[src/rtl/decode_queue.sv]
// decode_queue: RV32IM decode stage feeding a DEPTH-entry elastic queue.
// Instructions are decoded at push time and stored already decoded, so the
// head outputs come straight from storage. Popping an M-extension op holds
// off the next issue for MULDIV_LAT-1 cycles. A flush clears the queue
// synchronously.
//
// Optional feature: define DECODE_BYPASS_EN to let an instruction arriving
// at an empty, idle queue with a ready consumer go out in the same cycle.
//
// Ports:
//   i_clk, i_rst_n      clock, asynchronous active-low reset
//   i_flush            synchronous queue clear (redirect)
//   i_in_valid/o_in_ready, i_in_inst, i_in_pc     fetch side
//   o_out_valid/i_out_ready                       issue side
//   o_out_ctrl, o_out_pc, o_out_imm, o_out_rs1, o_out_rs2, o_out_rd,
//   o_out_illegal      decoded head entry

package decode_queue_pkg;
  localparam logic [6:0] OP_LUI    = 7'b0110111;
  localparam logic [6:0] OP_AUIPC  = 7'b0010111;
  localparam logic [6:0] OP_JAL    = 7'b1101111;
  localparam logic [6:0] OP_JALR   = 7'b1100111;
  localparam logic [6:0] OP_BR     = 7'b1100011;
  localparam logic [6:0] OP_LOAD   = 7'b0000011;
  localparam logic [6:0] OP_STORE  = 7'b0100011;
  localparam logic [6:0] OP_IMM    = 7'b0010011;
  localparam logic [6:0] OP_REG    = 7'b0110011;
  localparam logic [6:0] OP_FENCE  = 7'b0001111;
  localparam logic [6:0] OP_SYSTEM = 7'b1110011;

  // ALU op codes line up with arithmetic funct3 except sra (2) and sub (3).
  typedef enum logic [2:0] {
    ALU_ADD = 3'd0, ALU_SLL = 3'd1, ALU_SRA = 3'd2, ALU_SUB = 3'd3,
    ALU_XOR = 3'd4, ALU_SRL = 3'd5, ALU_OR  = 3'd6, ALU_AND = 3'd7
  } alu_op_t;

  // Compare op codes are the branch funct3 values.
  typedef enum logic [2:0] {
    CMP_BEQ = 3'd0, CMP_BNE = 3'd1, CMP_BLT = 3'd4,
    CMP_BGE = 3'd5, CMP_BLTU = 3'd6, CMP_BGEU = 3'd7
  } cmp_op_t;

  typedef enum logic       {A1_RS1 = 1'b0, A1_PC = 1'b1} alumux1_t;
  typedef enum logic [2:0] {
    A2_I_IMM = 3'd0, A2_U_IMM = 3'd1, A2_B_IMM = 3'd2,
    A2_S_IMM = 3'd3, A2_J_IMM = 3'd4, A2_RS2 = 3'd5
  } alumux2_t;
  typedef enum logic       {CM_RS2 = 1'b0, CM_I_IMM = 1'b1} cmpmux_t;
  typedef enum logic [3:0] {
    RFM_ALU_OUT = 4'd0, RFM_BR_EN = 4'd1, RFM_U_IMM = 4'd2, RFM_LW = 4'd3,
    RFM_PC_PLUS4 = 4'd4, RFM_LB = 4'd5, RFM_LBU = 4'd6, RFM_LH = 4'd7,
    RFM_LHU = 4'd8
  } regfilemux_t;
  typedef enum logic       {MM_PC = 1'b0, MM_ALU_OUT = 1'b1} marmux_t;

  typedef struct packed {
    logic [6:0]  opcode;
    logic [2:0]  funct3;
    alu_op_t     aluop;
    cmp_op_t     cmpop;
    alumux1_t    alumux1_sel;
    alumux2_t    alumux2_sel;
    cmpmux_t     cmpmux_sel;
    regfilemux_t regfilemux_sel;
    marmux_t     marmux_sel;
    logic        load_regfile;
    logic        dmem_read;
    logic        dmem_write;
    logic [3:0]  dmem_rmask;
    logic [3:0]  dmem_wmask;
    logic        muldiv;      // M-extension op; funct3 selects mul/div flavour
  } rv32i_control_word;
endpackage

module decode_queue
  import decode_queue_pkg::*;
#(
  parameter int DEPTH      = 4,
  parameter int MULDIV_LAT = 4,
  parameter int XLEN       = 32
) (
  input  logic              i_clk,
  input  logic              i_rst_n,
  input  logic              i_flush,
  input  logic              i_in_valid,
  output logic              o_in_ready,
  input  logic [XLEN-1:0]   i_in_inst,
  input  logic [XLEN-1:0]   i_in_pc,
  output logic              o_out_valid,
  input  logic              i_out_ready,
  output rv32i_control_word o_out_ctrl,
  output logic [XLEN-1:0]   o_out_pc,
  output logic [XLEN-1:0]   o_out_imm,
  output logic [4:0]        o_out_rs1,
  output logic [4:0]        o_out_rs2,
  output logic [4:0]        o_out_rd,
  output logic              o_out_illegal
);
  localparam int PW = $clog2(DEPTH);
  localparam int CW = $clog2(DEPTH + 1);
  localparam int BW = (MULDIV_LAT > 1) ? $clog2(MULDIV_LAT) : 1;

  typedef struct packed {
    rv32i_control_word ctrl;
    logic [XLEN-1:0]   pc;
    logic [XLEN-1:0]   imm;
    logic [4:0]        rs1;
    logic [4:0]        rs2;
    logic [4:0]        rd;
    logic              illegal;
  } entry_t;

  entry_t          r_mem [DEPTH];
  logic [PW-1:0]   r_wr_ptr, r_rd_ptr;
  logic [CW-1:0]   r_count;
  logic [BW-1:0]   r_busy;

  entry_t          w_dec, w_head;
  logic [6:0]      w_opc, w_f7;
  logic [2:0]      w_f3;
  logic [XLEN-1:0] w_imm_i, w_imm_s, w_imm_b, w_imm_u, w_imm_j;
  logic            w_full, w_empty, w_bypass, w_push, w_pop, w_issue_mext;

  assign w_opc = i_in_inst[6:0];
  assign w_f3  = i_in_inst[14:12];
  assign w_f7  = i_in_inst[31:25];

  assign w_imm_i = {{(XLEN-11){i_in_inst[31]}}, i_in_inst[30:20]};
  assign w_imm_s = {{(XLEN-11){i_in_inst[31]}}, i_in_inst[30:25], i_in_inst[11:7]};
  assign w_imm_b = {{(XLEN-12){i_in_inst[31]}}, i_in_inst[7], i_in_inst[30:25],
                    i_in_inst[11:8], 1'b0};
  assign w_imm_u = {{(XLEN-31){i_in_inst[31]}}, i_in_inst[30:12], 12'b0};
  assign w_imm_j = {{(XLEN-20){i_in_inst[31]}}, i_in_inst[19:12], i_in_inst[20],
                    i_in_inst[30:21], 1'b0};

  // Decode of the incoming word
  always_comb begin
    w_dec             = '0;
    w_dec.pc          = i_in_pc;
    w_dec.rs1         = i_in_inst[19:15];
    w_dec.rs2         = i_in_inst[24:20];
    w_dec.ctrl.opcode = w_opc;
    w_dec.ctrl.funct3 = w_f3;
    case (w_opc)
      OP_LUI: begin
        w_dec.imm                 = w_imm_u;
        w_dec.ctrl.load_regfile   = 1'b1;
        w_dec.ctrl.regfilemux_sel = RFM_U_IMM;
      end
      OP_AUIPC: begin
        w_dec.imm                 = w_imm_u;
        w_dec.ctrl.alumux1_sel    = A1_PC;
        w_dec.ctrl.alumux2_sel    = A2_U_IMM;
        w_dec.ctrl.load_regfile   = 1'b1;
      end
      OP_JAL: begin
        w_dec.imm                 = w_imm_j;
        w_dec.ctrl.alumux1_sel    = A1_PC;
        w_dec.ctrl.alumux2_sel    = A2_J_IMM;
        w_dec.ctrl.load_regfile   = 1'b1;
        w_dec.ctrl.regfilemux_sel = RFM_PC_PLUS4;
      end
      OP_JALR: begin
        w_dec.imm                 = w_imm_i;
        w_dec.ctrl.load_regfile   = 1'b1;
        w_dec.ctrl.regfilemux_sel = RFM_PC_PLUS4;
      end
      OP_BR: begin
        w_dec.imm                 = w_imm_b;
        w_dec.ctrl.alumux1_sel    = A1_PC;
        w_dec.ctrl.alumux2_sel    = A2_B_IMM;
        w_dec.ctrl.cmpop          = cmp_op_t'(w_f3);
      end
      OP_LOAD: begin
        w_dec.imm                 = w_imm_i;
        w_dec.ctrl.marmux_sel     = MM_ALU_OUT;
        w_dec.ctrl.dmem_read      = 1'b1;
        w_dec.ctrl.load_regfile   = 1'b1;
        case (w_f3)
          3'b000:  begin w_dec.ctrl.regfilemux_sel = RFM_LB;  w_dec.ctrl.dmem_rmask = 4'b0001; end
          3'b001:  begin w_dec.ctrl.regfilemux_sel = RFM_LH;  w_dec.ctrl.dmem_rmask = 4'b0011; end
          3'b100:  begin w_dec.ctrl.regfilemux_sel = RFM_LBU; w_dec.ctrl.dmem_rmask = 4'b0001; end
          3'b101:  begin w_dec.ctrl.regfilemux_sel = RFM_LHU; w_dec.ctrl.dmem_rmask = 4'b0011; end
          default: begin w_dec.ctrl.regfilemux_sel = RFM_LW;  w_dec.ctrl.dmem_rmask = 4'b1111; end
        endcase
      end
      OP_STORE: begin
        w_dec.imm                 = w_imm_s;
        w_dec.ctrl.alumux2_sel    = A2_S_IMM;
        w_dec.ctrl.marmux_sel     = MM_ALU_OUT;
        w_dec.ctrl.dmem_write     = 1'b1;
        case (w_f3)
          3'b000:  w_dec.ctrl.dmem_wmask = 4'b0001;
          3'b001:  w_dec.ctrl.dmem_wmask = 4'b0011;
          default: w_dec.ctrl.dmem_wmask = 4'b1111;
        endcase
      end
      OP_IMM, OP_REG: begin
        w_dec.ctrl.load_regfile = 1'b1;
        if (w_opc == OP_IMM) begin
          w_dec.imm              = w_imm_i;
          w_dec.ctrl.cmpmux_sel  = CM_I_IMM;
        end else begin
          w_dec.ctrl.alumux2_sel = A2_RS2;
        end
        if (w_opc == OP_REG && w_f7 == 7'b0000001) begin
          w_dec.ctrl.muldiv = 1'b1;
        end else if (w_f3 == 3'b010 || w_f3 == 3'b011) begin
          w_dec.ctrl.cmpop          = (w_f3 == 3'b010) ? CMP_BLT : CMP_BLTU;
          w_dec.ctrl.regfilemux_sel = RFM_BR_EN;
        end else begin
          w_dec.ctrl.aluop = alu_op_t'(w_f3);
          if (w_f3 == 3'b101 && i_in_inst[30])
            w_dec.ctrl.aluop = ALU_SRA;
          else if (w_f3 == 3'b000 && w_opc == OP_REG && i_in_inst[30])
            w_dec.ctrl.aluop = ALU_SUB;
        end
      end
      OP_FENCE, OP_SYSTEM: ;  // legal, no architectural effect here
      default: w_dec.illegal = 1'b1;
    endcase
    w_dec.rd = w_dec.ctrl.load_regfile ? i_in_inst[11:7] : 5'd0;
  end

  assign w_full     = (r_count == CW'(DEPTH));
  assign w_empty    = (r_count == '0);
  assign o_in_ready = !w_full && !i_flush;

`ifdef DECODE_BYPASS_EN
  assign w_bypass = i_rst_n && w_empty && (r_busy == '0) && !i_flush &&
                    i_in_valid && i_out_ready;
  assign w_head   = w_bypass ? w_dec : r_mem[r_rd_ptr];
`else
  assign w_bypass = 1'b0;
  assign w_head   = r_mem[r_rd_ptr];
`endif

  assign o_out_valid  = (!w_empty && (r_busy == '0) && !i_flush) || w_bypass;
  assign w_push       = i_in_valid && o_in_ready && !w_bypass;
  assign w_pop        = o_out_valid && i_out_ready && !w_bypass;
  // A bypassed M op paces the following issue just like a queued one
  assign w_issue_mext = o_out_valid && i_out_ready && w_head.ctrl.muldiv;

  always_ff @(posedge i_clk or negedge i_rst_n) begin
    if (!i_rst_n) begin
      r_wr_ptr <= '0;
      r_rd_ptr <= '0;
      r_count  <= '0;
      r_busy   <= '0;
      for (int i = 0; i < DEPTH; i++) r_mem[i] <= '0;
    end else if (i_flush) begin
      r_wr_ptr <= '0;
      r_rd_ptr <= '0;
      r_count  <= '0;
      r_busy   <= '0;
    end else begin
      if (w_push) begin
        r_mem[r_wr_ptr] <= w_dec;
        r_wr_ptr        <= r_wr_ptr + 1'b1;   // DEPTH is a power of two
      end
      if (w_pop) r_rd_ptr <= r_rd_ptr + 1'b1;
      case ({w_push, w_pop})
        2'b10:   r_count <= r_count + 1'b1;
        2'b01:   r_count <= r_count - 1'b1;
        default: ;
      endcase
      if (w_issue_mext && MULDIV_LAT > 1) r_busy <= BW'(MULDIV_LAT - 1);
      else if (r_busy != '0)              r_busy <= r_busy - 1'b1;
    end
  end

  assign o_out_ctrl    = w_head.ctrl;
  assign o_out_pc      = w_head.pc;
  assign o_out_imm     = w_head.imm;
  assign o_out_rs1     = w_head.rs1;
  assign o_out_rs2     = w_head.rs2;
  assign o_out_rd      = w_head.rd;
  assign o_out_illegal = w_head.illegal;
endmodule

[config.mk]
export PLATFORM = sky130hd
export DESIGN_NAME = decode_queue
export DESIGN_NICKNAME = d
export VERILOG_FILES = /design/src/rtl/decode_queue.sv
export SDC_FILE = /design/constraint.sdc
export NUM_CORES = 1
export LEC_CHECK = 0
export CORE_ASPECT_RATIO = 0.9
export CORE_UTILIZATION = 46
export DETAILED_ROUTE_END_ITERATION = 6
export GPL_TIMING_DRIVEN = 1
export PLACE_DENSITY_LB_ADDON = 0.1
export SLEW_MARGIN = 20
export SYNTH_ARGS = -nofsm -noshare
export SYNTH_HDL_FRONTEND = slang
export SYNTH_SLANG_ARGS = --single-unit
export TNS_END_PERCENT = 50
[constraint.sdc]
create_clock -name i_clk -period 3.4 [get_ports i_clk]
set_clock_uncertainty 0.15 [all_clocks]
set_input_delay 0.68 -clock i_clk [delete_from_list [all_inputs] [get_ports i_clk]]
set_output_delay 0.68 -clock i_clk [all_outputs]
set_load 0.01 [all_outputs]
==> results.txt <==
Yosys reg bits = 465
R2R Path Start = r_count[2]$_DFFE_PN0P_
total die area = 46400 um^2
PD cells = 666 nW/um^2
Via-to-Cell Ratio = 5.62
Cells after Synth = 1960
Initial Util = 0.470
Overflow after GRT = 0
critical path arrival = 2500 ps
largest net degree at the start of global routing = 103
predominant post-synthesis flop cell = dfrtp_1
Post-route DRC = 0
P&R area growth vs syn = 21.6%
Final min period = 3330 ps
Max clock buf depth = 3
root buf cell = clkbuf_16
vias = 15548
worst vdd ir = 0.375 mV
Mapped Area = 20900 um^2
Placed Cells = 2679
Placement Setup Slack = 164 ps
CTS Buf Count = 49
I/O pins = 189
Final Hold Fails = 0
most frequent cells in the layout = nand2_1 (753), dfrtp_1 (463), clkdlybuf4s50_1 (148), mux4_2 (114), o21ai_0 (85)
worst r2r dst = r_count[2]$_DFFE_PN0P_
Critical Path Start Type = flip-flop
final worst path period share = 0.980
Rows = 73
worst-path fanout max = 20
Core Area = 44500 um^2
kind of critical path = flip-flop to output port
worst slew pin tran = 954 ps
Lkg Pwr = 12.1 nW
Pre-antenna DRT Iters = 6
synthesized area per cell = 10.7 um^2
CP Launch Point = r_rd_ptr[0]$_DFFE_PN0P_
RSZ-0062 raised after global routing = true
Hold Crit Class = flip-flop to flip-flop
Worst R2R Path Depth = 8
Final setup viols = 0
fmax = 300 MHz
setup slack, reg-to-reg = 710 ps
Max Cap Viol = 0
syn nets = 2035
Clock Latency Late Sink = 590 ps
vias in the first global route = 15938
final antenna diode count = 0
slew margin rel. = 0.359
drt total wl = 59900 um
Max Slew Vio Count = 0
EDFF count, synth = 0
outcome = finished clean
Data required, critical path = 2570 ps
Final Total Pwr = 0.0169 W
DIE WIDTH = 227 um
gr usage total = 0.267
Initial DRC Count = 1551
fin worst setup slack = 68.1 ps
Die Span Y = 204 um
Detail Placement HPWL = 37100 um
ANT nets after route = 0
WL per Instance = 21.7 um
Finished Layout Cells = 2768
CTS clk-pin slew, worst paths = 60 ps
warnings from Yosys = 0
leading cell type in the layout, fill and taps excluded = nand2_1
Total Nets Final = 2210
H-tree lvl count = 2
library cells used by synthesis = 64
CP endpoint kind = output port
CTS tree = built
FFs w/ async S/R, synth = 1.00
share of layout cells above drive strength 1 = 0.147
PortBufs = 188
initial antenna violation count = 2
critical path capture point = o_out_rd[4]
global-route wire length before repair = 93900 um
Placer Congestion = 0.829
clock sink total = 465
sequential area share after synthesis = 0.556
## layout make-up
class | count | area, um^2
flip-flops and latches | 465 | 11600
multi-input cells | 1341 | 8530
inverters | 6 | 22.5
clock buffers | 72 | 1490
well taps | 600 | 751
repair buffers | 272 | 2910
fillers | 3804 | 19000
clock inverters | 12 | 119
## cell usage after synthesis (2+ instances only)
| cell | instances | area share |
|---|---|---|
| a22o_1 | 44 | 0.018 |
| and2_1 | 2 | 0.00060 |
| a21o_1 | 6 | 0.0022 |
| o31ai_1 | 5 | 0.0018 |
| a21oi_1 | 78 | 0.019 |
| buf_6 | 15 | 0.0081 |
| mux2_2 | 18 | 0.0097 |
| o21ai_0 | 85 | 0.020 |
| xor2_1 | 2 | 0.00084 |
| buf_2 | 81 | 0.019 |
| nor2_1 | 83 | 0.015 |
| mux4_2 | 114 | 0.12 |
| o32ai_1 | 2 | 0.00084 |
| or3_1 | 3 | 0.00090 |
| a221o_1 | 8 | 0.0038 |
| mux2i_1 | 2 | 0.00096 |
| a41oi_1 | 2 | 0.00084 |
| clkbuf_1 | 45 | 0.0081 |
| nand3b_1 | 4 | 0.0014 |
| nor3_1 | 8 | 0.0019 |
| buf_4 | 4 | 0.0014 |
| nand4b_1 | 3 | 0.0013 |
| a32oi_1 | 6 | 0.0025 |
| nor3b_1 | 2 | 0.00072 |
| o22ai_1 | 2 | 0.00060 |
| mux2_4 | 9 | 0.0065 |
| nand3_2 | 4 | 0.0019 |
| o211ai_1 | 25 | 0.0090 |
| dfrtp_1 | 465 | 0.56 |
| nand2b_1 | 7 | 0.0021 |
| and3_1 | 2 | 0.00060 |
| ha_1 | 5 | 0.0030 |
| nand3_1 | 8 | 0.0019 |
| and3_4 | 4 | 0.0022 |
| a31oi_1 | 2 | 0.00060 |
| nand4_1 | 2 | 0.00060 |
| nor4b_1 | 2 | 0.00084 |
| nand2_1 | 753 | 0.14 |
| nor2b_1 | 12 | 0.0036 |
| inv_1 | 6 | 0.0011 |
| xnor2_1 | 3 | 0.0013 |
| buf_1 | 3 | 0.00054 |
| nor4bb_1 | 2 | 0.00096 |
| nor4_1 | 2 | 0.00060 |
## state kept, by name (all words and copies together), names as in the netlist
signal and flops:
r_mem 456, r_count 3, r_busy 2, r_rd_ptr 2, r_wr_ptr 2
## metal layers
metal  GRT usage  part of all wire
met1       0.373              0.44
met2       0.431              0.48
met3      0.0459             0.065
met4      0.0690             0.019
met5           0           0.00022
## worst max-delay path: stages (launching register included)
cell	delay (ps)
dfrtp_4	430
buf_12	160
buf_16	220
mux4_2	580
clkdlybuf4s50_1	510
## kinds of logic (layout without fill, tap and decap cells)
logic type / after synthesis / after routing / share of synthesized area
flops: 465 / 465 / 0.556
buf+inv: 154 / 362 / 0.0386
simple gates: 910 / 910 / 0.175
compound gates: 277 / 277 / 0.0848
xor+xnor: 5 / 5 / 0.00209
fa+ha+maj: 6 / 6 / 0.00395
mux: 143 / 143 / 0.140
## worst min path at each step
| stage | startpoint | endpoint | slack, ps | depth (start not counted) |
|---|---|---|---|---|
| 6_report | r_mem[130]$_DFFE_PN0P_ | r_mem[130]$_DFFE_PN0P_ | 320 | 2 |
| 5_1_grt | r_mem[296]$_DFFE_PN0P_ | r_mem[296]$_DFFE_PN0P_ | 340 | 2 |
| 4_1_cts | r_mem[63]$_DFFE_PN0P_ | r_mem[63]$_DFFE_PN0P_ | 320 | 2 |
| 3_5_place_dp | r_mem[63]$_DFFE_PN0P_ | r_mem[63]$_DFFE_PN0P_ | 310 | 2 |
| 3_3_place_gp | r_mem[126]$_DFFE_PN0P_ | r_mem[126]$_DFFE_PN0P_ | 300 | 2 |
| 2_1_floorplan | i_rst_n | r_busy[0]$_DFFE_PN0P_ | 230 | 0 |
## power breakdown
group          switching, W  internal [W]
clock               0.00222       0.00316
combinational       0.00192       0.00203
sequential         0.000716       0.00690
## metrics by stage
stage	TNS, ps	utilization	area (um^2)	hold WS, ps
after global placement	0	0.532	23700	302
after detailed placement	0	0.532	23700	308
final	0	0.572	25500	318
after CTS	0	0.570	25400	322
after floorplan	0	-	20900	234
after global routing	-9.65	0.572	25500	338
## timing repair
action / 4_1_cts / 5_1_grt
endpoints found under the setup margin: 86 / 37
resized for setup: 7 / 36
hold endpoints to repair: 52 / 0
cloned: 1 / 0
setup buffers: 3 / 0
hold buffers: 1 / 0
Note: power is estimated with default switching activity, not from simulation.
